### config.mk
export PLATFORM = sky130hd
export DESIGN_NAME = div_ctrl
export DESIGN_NICKNAME = d
export VERILOG_FILES = /design/src/rtl/div_ctrl.sv
export SDC_FILE = /design/constraint.sdc
export NUM_CORES = 1
export LEC_CHECK = 0
export ABC_AREA = 1
export CORE_UTILIZATION = 40
export DETAILED_ROUTE_END_ITERATION = 8
export HOLD_SLACK_MARGIN = 0.12
export SLEW_MARGIN = 15
export SYNTH_ARGS = -nofsm -noshare
export SYNTH_HDL_FRONTEND = slang
export SYNTH_SLANG_ARGS = --single-unit
export TNS_END_PERCENT = 100
### constraint.sdc
create_clock -name clk -period 4.4 [get_ports clk]
set_input_delay 0.88 -clock clk [delete_from_list [all_inputs] [get_ports clk]]
set_output_delay 0.88 -clock clk [all_outputs]
set_load 0.01 [all_outputs]
### src/rtl/div_ctrl.sv
// div_ctrl: multicycle restoring divider sequencer for div/divu.
// Accepts one request in IDLE, converts signed operands to magnitudes,
// produces one quotient bit per clock, then sign-fixes and writes HI/LO.
// Ports:
//   clk, reset_n          clock, asynchronous active-low reset
//   start, is_signed      request pulse and signed/unsigned select (IDLE only)
//   dividend, divisor     operands, captured with start
//   busy                  high whenever not IDLE
//   done                  one-cycle pulse, hi/lo valid in the same cycle
//   div_zero              one-cycle pulse, divisor was zero, nothing written
//   hi, lo                remainder and quotient
module div_ctrl #(
  parameter int unsigned WIDTH = 32
) (
  input  logic             clk,
  input  logic             reset_n,
  input  logic             start,
  input  logic             is_signed,
  input  logic [WIDTH-1:0] dividend,
  input  logic [WIDTH-1:0] divisor,
  output logic             busy,
  output logic             done,
  output logic             div_zero,
  output logic [WIDTH-1:0] hi,
  output logic [WIDTH-1:0] lo
);

  localparam int unsigned CW = (WIDTH > 1) ? $clog2(WIDTH) : 1;

  typedef enum logic [1:0] {IDLE, PREP, ITER, FIX} state_t;

  state_t           state_q, state_d;
  logic             sgn_q, sgn_d;
  logic [WIDTH-1:0] a_q, a_d;
  logic [WIDTH-1:0] b_q, b_d;
  logic             neg_quo_q, neg_quo_d;
  logic             neg_rem_q, neg_rem_d;
  logic [WIDTH:0]   rem_q, rem_d;
  logic [WIDTH-1:0] quo_q, quo_d;
  logic [CW-1:0]    cnt_q, cnt_d;
  logic             busy_d, done_d, div_zero_d;
  logic [WIDTH-1:0] hi_d, lo_d;

  // Partial remainder shifted by one with the next dividend bit appended
  logic [WIDTH:0]   rem_sh;
  logic [WIDTH:0]   rem_sub;

  assign rem_sh  = {rem_q[WIDTH-1:0], a_q[cnt_q]};
  assign rem_sub = rem_sh - {1'b0, b_q};

  // State and datapath registers
  always_ff @(posedge clk or negedge reset_n) begin
    if (!reset_n) begin
      state_q   <= IDLE;
      sgn_q     <= 1'b0;
      a_q       <= '0;
      b_q       <= '0;
      neg_quo_q <= 1'b0;
      neg_rem_q <= 1'b0;
      rem_q     <= '0;
      quo_q     <= '0;
      cnt_q     <= '0;
      busy      <= 1'b0;
      done      <= 1'b0;
      div_zero  <= 1'b0;
      hi        <= '0;
      lo        <= '0;
    end else begin
      state_q   <= state_d;
      sgn_q     <= sgn_d;
      a_q       <= a_d;
      b_q       <= b_d;
      neg_quo_q <= neg_quo_d;
      neg_rem_q <= neg_rem_d;
      rem_q     <= rem_d;
      quo_q     <= quo_d;
      cnt_q     <= cnt_d;
      busy      <= busy_d;
      done      <= done_d;
      div_zero  <= div_zero_d;
      hi        <= hi_d;
      lo        <= lo_d;
    end
  end

  // Next-state and datapath update
  always_comb begin
    state_d    = state_q;
    sgn_d      = sgn_q;
    a_d        = a_q;
    b_d        = b_q;
    neg_quo_d  = neg_quo_q;
    neg_rem_d  = neg_rem_q;
    rem_d      = rem_q;
    quo_d      = quo_q;
    cnt_d      = cnt_q;
    done_d     = 1'b0;
    div_zero_d = 1'b0;
    hi_d       = hi;
    lo_d       = lo;

    case (state_q)
      IDLE: begin
        if (start) begin
          if (divisor == '0) begin
            div_zero_d = 1'b1;
          end else begin
            a_d     = dividend;
            b_d     = divisor;
            sgn_d   = is_signed;
            state_d = PREP;
          end
        end
      end
      PREP: begin
        if (sgn_q) begin
          a_d       = a_q[WIDTH-1] ? (~a_q + WIDTH'(1)) : a_q;
          b_d       = b_q[WIDTH-1] ? (~b_q + WIDTH'(1)) : b_q;
          neg_quo_d = a_q[WIDTH-1] ^ b_q[WIDTH-1];
          neg_rem_d = a_q[WIDTH-1];
        end else begin
          neg_quo_d = 1'b0;
          neg_rem_d = 1'b0;
        end
        rem_d   = '0;
        quo_d   = '0;
        cnt_d   = CW'(WIDTH - 1);
        state_d = ITER;
      end
      ITER: begin
        if (rem_sh >= {1'b0, b_q}) begin
          rem_d = rem_sub;
          quo_d = {quo_q[WIDTH-2:0], 1'b1};
        end else begin
          rem_d = rem_sh;
          quo_d = {quo_q[WIDTH-2:0], 1'b0};
        end
        if (cnt_q == '0) begin
          state_d = FIX;
        end else begin
          cnt_d = cnt_q - CW'(1);
        end
      end
      FIX: begin
        lo_d    = neg_quo_q ? (~quo_q + WIDTH'(1)) : quo_q;
        hi_d    = neg_rem_q ? (~rem_q[WIDTH-1:0] + WIDTH'(1)) : rem_q[WIDTH-1:0];
        done_d  = 1'b1;
        state_d = IDLE;
      end
      default: state_d = IDLE;
    endcase

    busy_d = (state_d != IDLE);
  end

endmodule
# Word-level counts from Yosys, hierarchy flattened

Index checks and enable logic that the tools add are counted.

Word-level logic and storage cells: 80
Bits of input ports: 68
Flip-flop bits (word level): 205

Add/sub/neg operators: 6
Bitwise operators: 6
Equal/unequal tests: 9
$lt $le $gt $ge: 2
Multiplexer cells: 30
Reductions and logical operators: 11

Operator list:

| operator              | number |
|---|---|
| $mux 32               | 11 |
| $pmux 32 s2           | 4 |
| $add 32x1->32 const B | 4 |
| $not 32->32           | 4 |
| $ge 33x32->1          | 1 |
| $logic_not 32->1      | 1 |
| $sub 32x32->32        | 1 |
| $ne 2x2->1 const B    | 6 |
| $pmux 5 s2            | 1 |
| $reduce_and 5->1      | 2 |
| $mux 1                | 8 |
| $pmux 2 s4            | 1 |
| $lt 5x6->1 const B    | 1 |
| $mux 2                | 3 |
| $reduce_bool 2->1     | 3 |
| $bmux 1 s5            | 1 |
| $logic_not 5->1       | 1 |
| $mux 5                | 1 |
| $sub 5x1->5 const B   | 1 |
| $eq 2x2->1 const B    | 2 |
| $reduce_and 4->1      | 1 |
| $reduce_and 3->1      | 1 |
| $eq 2x1->1 const B    | 1 |
| $logic_not 2->1       | 1 |
| other kinds (3)       | 3 |

# Depth between registers and ports, before layout

Gate-level depths: netlist (run 1).

Depth in word-level cells: 5
Depth in mapped cells: 25
Gate-level depth less buffers: 24

# Worst setup path before layout (run 1)

Ideal clock, no wire load.

Path kind: register to register
From: register cnt_q[0]
To: register rem_q[28]
Required time: 4.284 ns
Arrival: 2.562 ns
Slack: 1.722 ns
Cell stages (with the launch flop): 24
Buffers on the path: 2
Cell sequence: dfrtp_1 buf_2 clkbuf_1 nand2_1 o211ai_1 nand3_1 nand3_1 nand2_1 nand2_1 ha_1 inv_1 fa_1 nand3_1 nand3_1 nand2_1 nand2_1 nand2_1 nand2_1 nand2_1 nand2_1 nand2_1 nand3_1 nand2_1 nand2_1

Cells in the longest elaborated chain, start to end: 5

Ends and longest elaborated chain:

| element                                               | line    | text |
|---|---|---|
| from (decl)                                           | 40      | `logic [CW-1:0] cnt_q, cnt_d;` |
| from (signal assigned)                                | 77      | `cnt_q <= cnt_d;` |
| $bmux 1 s5 *                                          | 48      | `assign rem_sh = {rem_q[WIDTH-1:0], a_q[cnt_q]};` |
| $mux 1 (implied by the code) *                        | 48      |  |
| $sub 32x32->32 / $ge 33x32->1 (equally long branches) | 49, 131 |  |
| $mux 32 *                                             | 131     | `if (rem_sh >= {1'b0, b_q}) begin` |
| $pmux 32 s2 *                                         | 102     | `case (state_q)` |
| to (signal assigned)                                  | 75      | `rem_q <= rem_d;` |
| to (decl)                                             | 38      | `logic [WIDTH:0] rem_q, rem_d;` |

Mark *: on every way between the ends. The rest lies on a longest branch, timed or not. The select of a mux whose other input is x is not followed.
A chain may end at the register's enable or synchronous reset.

# Worst setup path after layout (run 1)

From: register cnt_q[1]
To: register rem_q[5]

The elaborated chain is that of the path after synthesis.

==> out/results.tsv, run 1 <==
stage	metric	value	unit
placed_design	I/O Buffers	134	
floorplan	Die X	196	um
clocking	Setup Fix Bufs, Post-CTS	0	
clocking	Resized cells post-CTS	0	
clocking	TritonCTS Sinks	205	
floorplan	die area	38500	um^2
critical_path	Critical Path Max Stage Delay	600	ps
placed_design	Cells after DPL	2915	
power	Sw Ratio	51.2	%
placed_design	hpwl dp	37400	um
final_layout	Filler cells	3828	
logic_synthesis	largest family of logic cells by synthesized area	simple AND/OR/NAND/NOR gates	
final_layout	share of cells above drive strength 1	5.04	%
timing	TNS Setup	0	ps
power	Net Sw Power	6.53	mW
critical_path	Worst setup SP type	register	
placed_design	Final GP Congestion	0.985	
global_routing	Congestion Overflow GR	0	
logic_synthesis	post-synthesis adder-cell area fraction	3.62	%
logic_synthesis	Seq/Total Area, Yosys	34.0	%
logic_synthesis	syn avg cell area	6.46	um^2
logic_synthesis	yosys warns	0	
logic_synthesis	Synth Flop Type	dfrtp_1	
timing	Worst Tran Pin Value	1020	ps
timing	RSZ-0062 raised after global routing	false	
logic_synthesis	post-synthesis mux area share	0	%
logic_synthesis	Post-synth EDFFs	0	
floorplan	# rows	70	
global_routing	largest net degree at the start of global routing	91	
floorplan	Initial Util	40.9	%
global_routing	initial antenna violation count	0	
clocking	clk root buf	clkbuf_16	
logic_synthesis	Post-Synth XOR/XNOR Area	2.85	%
drt	drt first pass iters	5	
timing	Worst Skew	11.6	ps
critical_path	Crit Path Category	register to register	
power	Static Leakage	9.02	nW
logic_synthesis	Post-Synth Simple-Gate Area	38.3	%
power	pwr dens	720	nW/um^2
timing	final hold vios	0	
power	Final Power	12.8	mW
timing	Final min period	3470	ps
power	Sequential Power Share	24.7	%
timing	Max Fclk	288	MHz
global_routing	vias in the first global route	14400	
worst_hold_path	worst min path class	primary input to async pin	
logic_synthesis	Unique masters post-synth	48	
power	Logic pwr share	57.5	%
final_layout	most common cell after layout, fill and taps aside	nand2_1	
final_layout	fin cells	2965	
global_routing	global-route wire length before repair	78700	um
clocking	CTS tree	yes	
critical_path	crit-path cells	clkinv_1 -> nand3_1 -> nand3_1 -> nand2_1 -> nand2_1 -> nor2_1 -> nand2_1 -> nand2_1 -> ha_1 -> inv_1 -> nor2_1 -> nand2_1 -> nor2_1 -> nand3_1 -> nand2_1 -> nor2_2 -> buf_4 -> nand3_1 -> nand3_1 -> o21ai_0	
drt	WL/cell	16.6	um
floorplan	Die Ht	196	um
global_routing	Tot GR Track Use	25.6	%
drt	Residual DRC	0	
logic_synthesis	syn nets	2446	
critical_path	Critical Path Sink Type	register	
run_status	status	completed	
logic_synthesis	Syn Std Cell Area	15100	um^2
clocking	Max Buffers Root-to-Sink	3	
drt	Total Wirelength	49100	um
clocking	clock transition at the registers of the reported paths	60	ps
logic_synthesis	Synth area leaders	dfrtp_1, nand2_1, nand3_1	
critical_path	critical path required time	4810	ps
clocking	Skew-Pair Late Insertion Delay	560	ps
power	Worst VDD drop	0.385	mV
logic_synthesis	FF+latch count, synth	205	
logic_synthesis	asr flop ratio synth	100	%
critical_path	R2R depth	20	
timing	slew margin rel.	32.3	%
job	maxcap violations	0	
final_layout	Antenna Cells	0	
floorplan	CORE AREA	36900	um^2
timing	final period utilization	78.9	%
drt	Initial DRC Count	1158	
logic_synthesis	share of the synthesized area in the top cell type	34.0	%
timing	final setup vio count	0	
timing	Max Slew Vio Count	0	
critical_path	CP Max Fanout	17	
final_layout	layout net count	2551	
clocking	cts bufs inserted	27	
final_layout	Syn-to-layout area delta	17.6	%
power	Clk network pwr share	17.7	%
timing	hold_ws	410	ps
floorplan	I/O pin cnt	135	
final_layout	most frequent cells in the layout	nand2_1, inv_1, nand3_1	
drt	Vias per Instance	5.24	
critical_path	crit path max-delay cell type	dfrtp_1	
drt	vias post-DR	15600	
clocking	htree depth	1	
power	internal power	6.24	mW
logic_synthesis	Post-Synthesis Cells	2335	
logic_synthesis	cell taking the most area after synthesis	dfrtp_1	
critical_path	Worst EP arrival	3880	ps
drt	Antenna Nets Post-Route	0	
critical_path	CP most frequent cell	nand2_1	
critical_path	reg2reg setup slack	930	ps
clocking	hold-fix buffers at CTS	0	
logic_synthesis	post-synthesis compound-gate area fraction	10.9	%
-- critical path, delay by kind of cell, from the launching register on --
family                   cells  cell delay [ps]
AND/OR/NAND/NOR             15             1600
buffers and inverters        3              750
flip-flops                   1              600
adder cells (fa/ha/maj)      1              280
AO/OA/AOI/OAI                1               80
-- kinds of logic after synthesis --
family	after synthesis
XOR/XNOR	49
flip-flops	205
AO/OA/AOI/OAI	292
AND/OR/NAND/NOR	1357
adder cells (fa/ha/maj)	43
buffers and inverters	389
-- power groups by stage --
| stage | combinational (mW) | sequential (mW) | clock (mW) |
|---|---|---|---|
| floorplan | 5.16 | 2.99 | 0 |
| global placement | 7.21 | 3.16 | 0 |
| detailed placement | 7.28 | 3.16 | 0 |
| CTS | 7.31 | 3.14 | 2.31 |
| global route | 8.22 | 3.23 | 2.39 |
| finish | 7.34 | 3.16 | 2.27 |
-- final timing paths --
check | start | to
setup / recovery | cnt_q[1] | rem_q[5]
hold / removal | reset_n | a_q[13]
setup reg to reg | cnt_q[1] | rem_q[5]
hold reg to reg | lo[14] | lo[14]
max in group asynchronous | reset_n | rem_q[23]
min in group clk | lo[14] | lo[14]
-- Yosys cell counts (all sizes together), types with 3 or more instances --
master and count:
nand4 55, nand3 234, nor3 19, nor4 4, a31oi 24, o31ai 4, a21oi 42, o21ai 155
xor2 35, nor2 238, o211ai 12, a32oi 4, dfrtp 205, inv 311, or2 6, clkinv 5
and3 3, and2 5, nand2 785, xnor2 14, buf 33, ha 42, nand3b 6, a22oi 4
o22ai 35, clkbuf 40
-- per-stage QoR --
step	utilization, %	setup slack (ps)	area (um^2)
2_1_floorplan	-	1720	15100
3_3_place_gp	45.6	1080	16800
3_5_place_dp	45.6	989	16800
4_1_cts	48.1	958	17700
5_1_grt	48.1	550	17700
6_report	48.1	929	17700
-- routing by layer --
metal	vias to the layer above	track usage, %	wire length (um)
met5	-	0	0
met1	7309	36.9	23500
met3	67	2.46	2640
met4	0	6.68	1130
li1	7747	-	-
met2	428	40.9	21900
-- state kept, by name, summed over array words and instances (netlist names) --
| signal | cells |
|---|---|
| a_q | 32 |
| cnt_q | 5 |
| div_zero | 1 |
| b_q | 32 |
| hi | 32 |
| lo | 32 |
| state_q | 2 |
| neg_rem_q | 1 |
| neg_quo_q | 1 |
| busy | 1 |
| sgn_q | 1 |
| quo_q | 32 |
| done | 1 |
| rem_q | 32 |
-- area by class of cell --
cell class                      count  area (um^2)  area share, %
Clock buffer                       39          791           4.46
Tap cell                          504          631           3.56
Multi-Input combinational cell   1741         8400           47.4
Inverter                          316         1190           6.69
Timing Repair Buffer              149         1470           8.29
Sequential cell                   205         5130           28.9
Clock inverter                     11          129          0.727
No activity file was read; power rests on OpenSTA's default activity.
==> run 2, diff against run 1 <==
clock period = 3.5 ns   (was 4.4 ns; I/O delays follow)
==> run 2 against run 1 <==
First-iteration DRC count is 7.9% higher. Design area is 0.34% higher. Clock power is 24% higher. Register-to-register slack worse by 640 ps. Highest routed layer unchanged.
==> out/results.tsv, run 2 (synthesis gave the netlist of run 1 again) <==
stage	metric	value	unit
clocking	Max Buffers Root-to-Sink	3	
timing	final worst slack	288	ps
timing	Max Fclk	311	MHz
timing	Max Slew Vio Count	0	
floorplan	Die X	196	um
clocking	TritonCTS Sinks	205	
global_routing	largest net degree at the start of global routing	98	
critical_path	Crit Path Category	register to register	
critical_path	R2R depth	21	
critical_path	Worst EP arrival	3650	ps
floorplan	die area	38500	um^2
floorplan	I/O pin cnt	135	
final_layout	Filler cells	3790	
critical_path	Critical Path Sink Type	register	
critical_path	Worst setup SP type	register	
placed_design	Final GP Congestion	0.957	
timing	Worst Tran Pin Value	974	ps
final_layout	area of the multi-input gates	8410	um^2
floorplan	CORE AREA	36900	um^2
timing	final hold vios	0	
timing	slew margin rel.	35.0	%
floorplan	Die Ht	196	um
critical_path	worst path bufs/invs	2	
final_layout	post-layout util	48.3	%
placed_design	Post-Place Worst Slack	273	ps
critical_path	reg2reg setup slack	290	ps
power	Static Leakage	9.04	nW
worst_hold_path	hold wc startpoint	hi[31]	
power	Logic pwr share	58.2	%
drt	Vias per Instance	5.22	
drt	Initial DRC Count	1249	
final_layout	share of cells above drive strength 1	5.11	%
critical_path	crit-path cells	clkinvlp_4 -> o211ai_1 -> a21boi_0 -> nor2_1 -> nand2_1 -> nand2_1 -> ha_1 -> inv_1 -> fa_1 -> nand3_1 -> nand3_1 -> nand2_1 -> nand2_1 -> nand2_1 -> nand2_1 -> nand2_1 -> nand2_1 -> nand2_1 -> nand3_1 -> nand2_1 -> nand2_1	
worst_hold_path	worst min path class	register to register	
final_layout	layout net count	2557	
drt	vias post-DR	15500	
drt	drt first pass iters	6	
power	Sw Ratio	50.7	%
clocking	clk root buf	clkbuf_16	
timing	final period utilization	91.8	%
drt	Residual DRC	0	
power	Sequential Power Share	24.3	%
floorplan	# rows	70	
power	Clk network pwr share	17.6	%
global_routing	Congestion Overflow GR	0	
critical_path	CP delay by family, top	simple AND/OR/NAND/NOR gates	
floorplan	Initial Util	40.9	%
timing	Final min period	3210	ps
final_layout	Antenna Cells	0	
final_layout	fin cells	2969	
critical_path	critical path depth in cells	21	
critical_path	Critical Path Start	cnt_q[0]	
power	internal power	7.92	mW
clocking	clock transition at the registers of the reported paths	70	ps
final_layout	most common cell after layout, fill and taps aside	nand2_1	
final_layout	Syn-to-layout area delta	18.0	%
global_routing	initial antenna violation count	0	
drt	WL/cell	16.4	um
critical_path	Setup crit end	rem_q[28]	
timing	final setup vio count	0	
placed_design	I/O Buffers	134	
critical_path	CP Max Fanout	11	
final_layout	most frequent cells in the layout	nand2_1, inv_1, nand3_1	
clocking	Skew-Pair Late Insertion Delay	550	ps
critical_path	reg2reg end	rem_q[28]	
final_layout	register area	5130	um^2
power	Net Sw Power	8.13	mW
critical_path	CP most frequent cell	nand2_1	
global_routing	Tot GR Track Use	25.5	%
critical_path	crit path max-delay cell type	dfrtp_1	
power	pwr dens	902	nW/um^2
placed_design	hpwl dp	37500	um
drt	Total Wirelength	48600	um
critical_path	R2R Path Start	cnt_q[0]	
run_status	status	completed	
clocking	htree depth	1	
critical_path	Critical Path Max Stage Delay	550	ps
timing	Worst Skew	10.6	ps
critical_path	critical path required time	3940	ps
global_routing	global-route wire length before repair	78300	um
clocking	cts bufs inserted	25	
placed_design	Cells after DPL	2922	
power	Worst VDD drop	0.515	mV
drt	Antenna Nets Post-Route	0	
job	maxcap violations	0	
clocking	CTS tree	yes	
global_routing	vias in the first global route	14700	
-- run 2: cell count changes in the layout (fill, tap and decap cells not counted), moves of 2 or more --
cell | previous run | this run
buf_4 | 14 | 20
clkinv_2 | 5 | 1
bufinv_16 | 2 | 4
clkbuf_1 | 5 | 7
clkbuf_16 | 27 | 25
-- run 2: cell type report --
| cell class | count | share of cell area [%] |
|---|---|---|
| clock buffers | 38 | 4.13 |
| clock inverters | 8 | 0.907 |
| inverters | 316 | 6.69 |
| multi-input cells | 1741 | 47.2 |
| flip-flops and latches | 205 | 28.8 |
| well taps | 504 | 3.54 |
| repair buffers | 157 | 8.68 |
-- run 2: worst min-delay path: cells and delay by family, from the launching register on --
family	cells	cell delay, ps
flip-flops	1	340
AND/OR/NAND/NOR	2	110
-- run 2: metrics by stage --
stage | TNS (ps) | instance area [um^2] | total power, mW | hold WS [ps]
after floorplan | 0 | 15100 | 10.2 | 404
after global placement | 0 | 16900 | 13.1 | 464
after detailed placement | 0 | 16900 | 13.2 | 472
after CTS | 0 | 17800 | 16.1 | 486
after global routing | -0.316 | 17800 | 17.5 | 503
final | 0 | 17800 | 16.0 | 481
-- run 2: what timing repair did --
| action | CTS | global route |
|---|---|---|
| gates resized for setup | 0 | 2 |
| buffers inserted | 0 | 0 |
| hold buffers | 1 | 0 |
| setup endpoints to repair | 0 | 8 |
| hold endpoints to repair | 11 | 0 |
-- run 2: how the worst min path moves through the flow --
stage                     endpoint  slack, ps  cells past startpoint
after CTS                   hi[28]        490                      2
after detailed placement    lo[14]        470                      2
after global placement      lo[14]        460                      2
after global routing        hi[31]        500                      2
final                       hi[31]        480                      2
after floorplan             a_q[0]        400                      0
-- run 2: layer usage --
layer	GRT usage (%)	part of all wire, %
met2	40.1	44
met1	36.3	48
met3	2.66	5.0
met5	0	0
met4	9.26	3.4
-- run 2: power by group through the flow --
stage | combinational (mW) | sequential (mW) | clock (mW)
finish | 9.33 | 3.90 | 2.82
detailed placement | 9.26 | 3.91 | 0
floorplan | 6.49 | 3.76 | 0
global placement | 9.19 | 3.90 | 0
global route | 10.5 | 3.99 | 2.98
CTS | 9.30 | 3.88 | 2.88
==> run 3, diff against run 2 <==
CTS_BUF_LIST = sky130_fd_sc_hd__clkbuf_16   (was not set)
==> run 3 against run 2 <==
First-iteration DRC count is 4.1% lower. Combinational power hardly changed. Clock power is 6% lower. Hold slack better by 0.86 ps. Sequential power hardly changed. Non-clock buffer count stayed put. Utilization is 0.16 points lower. Cell count stayed put. Maximum frequency hardly changed.
==> out/results.tsv, run 3 (synthesis gave the netlist of run 1 again) <==
stage	metric	value	unit
placed_design	I/O Buffers	134	
critical_path	Worst EP arrival	3640	ps
critical_path	critical path required time	3940	ps
clocking	htree depth	1	
timing	final hold vios	0	
placed_design	Cells after DPL	2922	
placed_design	hpwl dp	37500	um
final_layout	Antenna Cells	0	
drt	Residual DRC	0	
floorplan	CORE AREA	36900	um^2
job	maxcap violations	0	
final_layout	Syn-to-layout area delta	17.6	%
clocking	clk root buf	clkbuf_16	
drt	Total Wirelength	48400	um
clocking	cts bufs inserted	25	
final_layout	most frequent cells in the layout	nand2_1, inv_1, nand3_1	
critical_path	CP most frequent cell	nand2_1	
clocking	TritonCTS Sinks	205	
floorplan	Die X	196	um
global_routing	vias in the first global route	14700	
final_layout	layout net count	2557	
floorplan	# rows	70	
clocking	Skew-Pair Late Insertion Delay	550	ps
floorplan	die area	38500	um^2
timing	Max Fclk	312	MHz
critical_path	CP Max Fanout	11	
critical_path	Critical Path Sink Type	register	
drt	Vias per Instance	5.20	
timing	Final min period	3210	ps
critical_path	crit path max-delay cell type	dfrtp_1	
timing	Worst Tran Pin Value	976	ps
run_status	status	completed	
power	Worst VDD drop	0.516	mV
final_layout	most common cell after layout, fill and taps aside	nand2_1	
timing	final setup vio count	0	
clocking	Max Buffers Root-to-Sink	3	
timing	Max Slew Vio Count	0	
worst_hold_path	worst min path class	register to register	
global_routing	largest net degree at the start of global routing	98	
floorplan	I/O pin cnt	135	
timing	final period utilization	91.7	%
global_routing	Congestion Overflow GR	0	
power	pwr dens	895	nW/um^2
clocking	CTS tree	yes	
global_routing	initial antenna violation count	0	
timing	Worst Skew	13.8	ps
critical_path	Worst setup SP type	register	
drt	Antenna Nets Post-Route	0	
final_layout	fin cells	2969	
power	Final Power	15.9	mW
clocking	Setup Fix Bufs, Post-CTS	0	
final_layout	post-layout util	48.1	%
final_layout	share of cells above drive strength 1	4.87	%
floorplan	Die Ht	196	um
drt	vias post-DR	15400	
power	Static Leakage	9.04	nW
drt	Initial DRC Count	1198	
critical_path	Crit Path Category	register to register	
drt	drt first pass iters	6	
clocking	clock transition at the registers of the reported paths	70	ps
critical_path	crit-path cells	clkinvlp_4 -> o211ai_1 -> a21boi_0 -> nor2_1 -> nand2_1 -> nand2_1 -> ha_1 -> inv_1 -> fa_1 -> nand3_1 -> nand3_1 -> nand2_1 -> nand2_1 -> nand2_1 -> nand2_1 -> nand2_1 -> nand2_1 -> nand2_1 -> nand3_1 -> nand2_1 -> nand2_1	
drt	WL/cell	16.3	um
critical_path	Critical Path Max Stage Delay	550	ps
critical_path	CP delay by family, top	simple AND/OR/NAND/NOR gates	
timing	slew margin rel.	34.8	%
global_routing	Tot GR Track Use	25.5	%
floorplan	Initial Util	40.9	%
placed_design	Final GP Congestion	0.957	
critical_path	worst path bufs/invs	2	
global_routing	global-route wire length before repair	78300	um
## run 3: cell type report
type	instances	area (um^2)
inverter	316	1190
tap	504	631
fill	3796	19100
multi-input combinational	1741	8410
timing repair buffer	157	1550
clock buffer	25	626
clock inverter	21	210
sequential	205	5130
## run 3: per-stage QoR
step                setup TNS (ps)  area, um^2  hold slack (ps)  worst slack, ps
finish                           0       17700              481              290
floorplan                        0       15100              404              822
global placement                 0       16900              464              319
CTS                              0       17700              486              259
global route                 -4.80       17700              503            -4.80
detailed placement               0       16900              472              273
## run 3: power by group
part | switching (mW) | leakage (nW) | total, mW | internal (mW)
sequential | 0.765 | 2.68 | 3.89 | 3.13
clock | 1.07 | 0.430 | 2.66 | 1.60
combinational | 6.29 | 5.93 | 9.33 | 3.04
total | 8.12 | 9.04 | 15.9 | 7.76
## run 3: timing repair
action	CTS	global route
hold endpoints to repair	11	0
gates resized for setup	0	2
hold buffers	1	0
endpoints found under the setup margin	0	9
## run 3: path summary, 6_finish.rpt
path,from,slack (ps),end,cells past startpoint
max,cnt_q[0],290,rem_q[28],21
min,hi[31],480,hi[31],2
max reg2reg,cnt_q[0],290,rem_q[28],21
min reg2reg,hi[31],480,hi[31],2
max in group asynchronous,reset_n,1920,hi[27],3
min in group asynchronous,reset_n,670,a_q[17],2
## run 3: worst min-delay path, stage by stage, from the launching register on
cell and delay [ps]:
dfrtp_1 340, nand2_1 50, nand2_1 60
## run 3: metal layers
| metal | up-vias | global-route usage [%] | share of wire [%] |
|---|---|---|---|
| li1 | 7747 | - | - |
| met1 | 7173 | 36.3 | 48 |
| met2 | 433 | 40.1 | 44 |
| met3 | 77 | 2.65 | 5.3 |
| met4 | 0 | 9.23 | 3.4 |
| met5 | - | 0 | 0 |
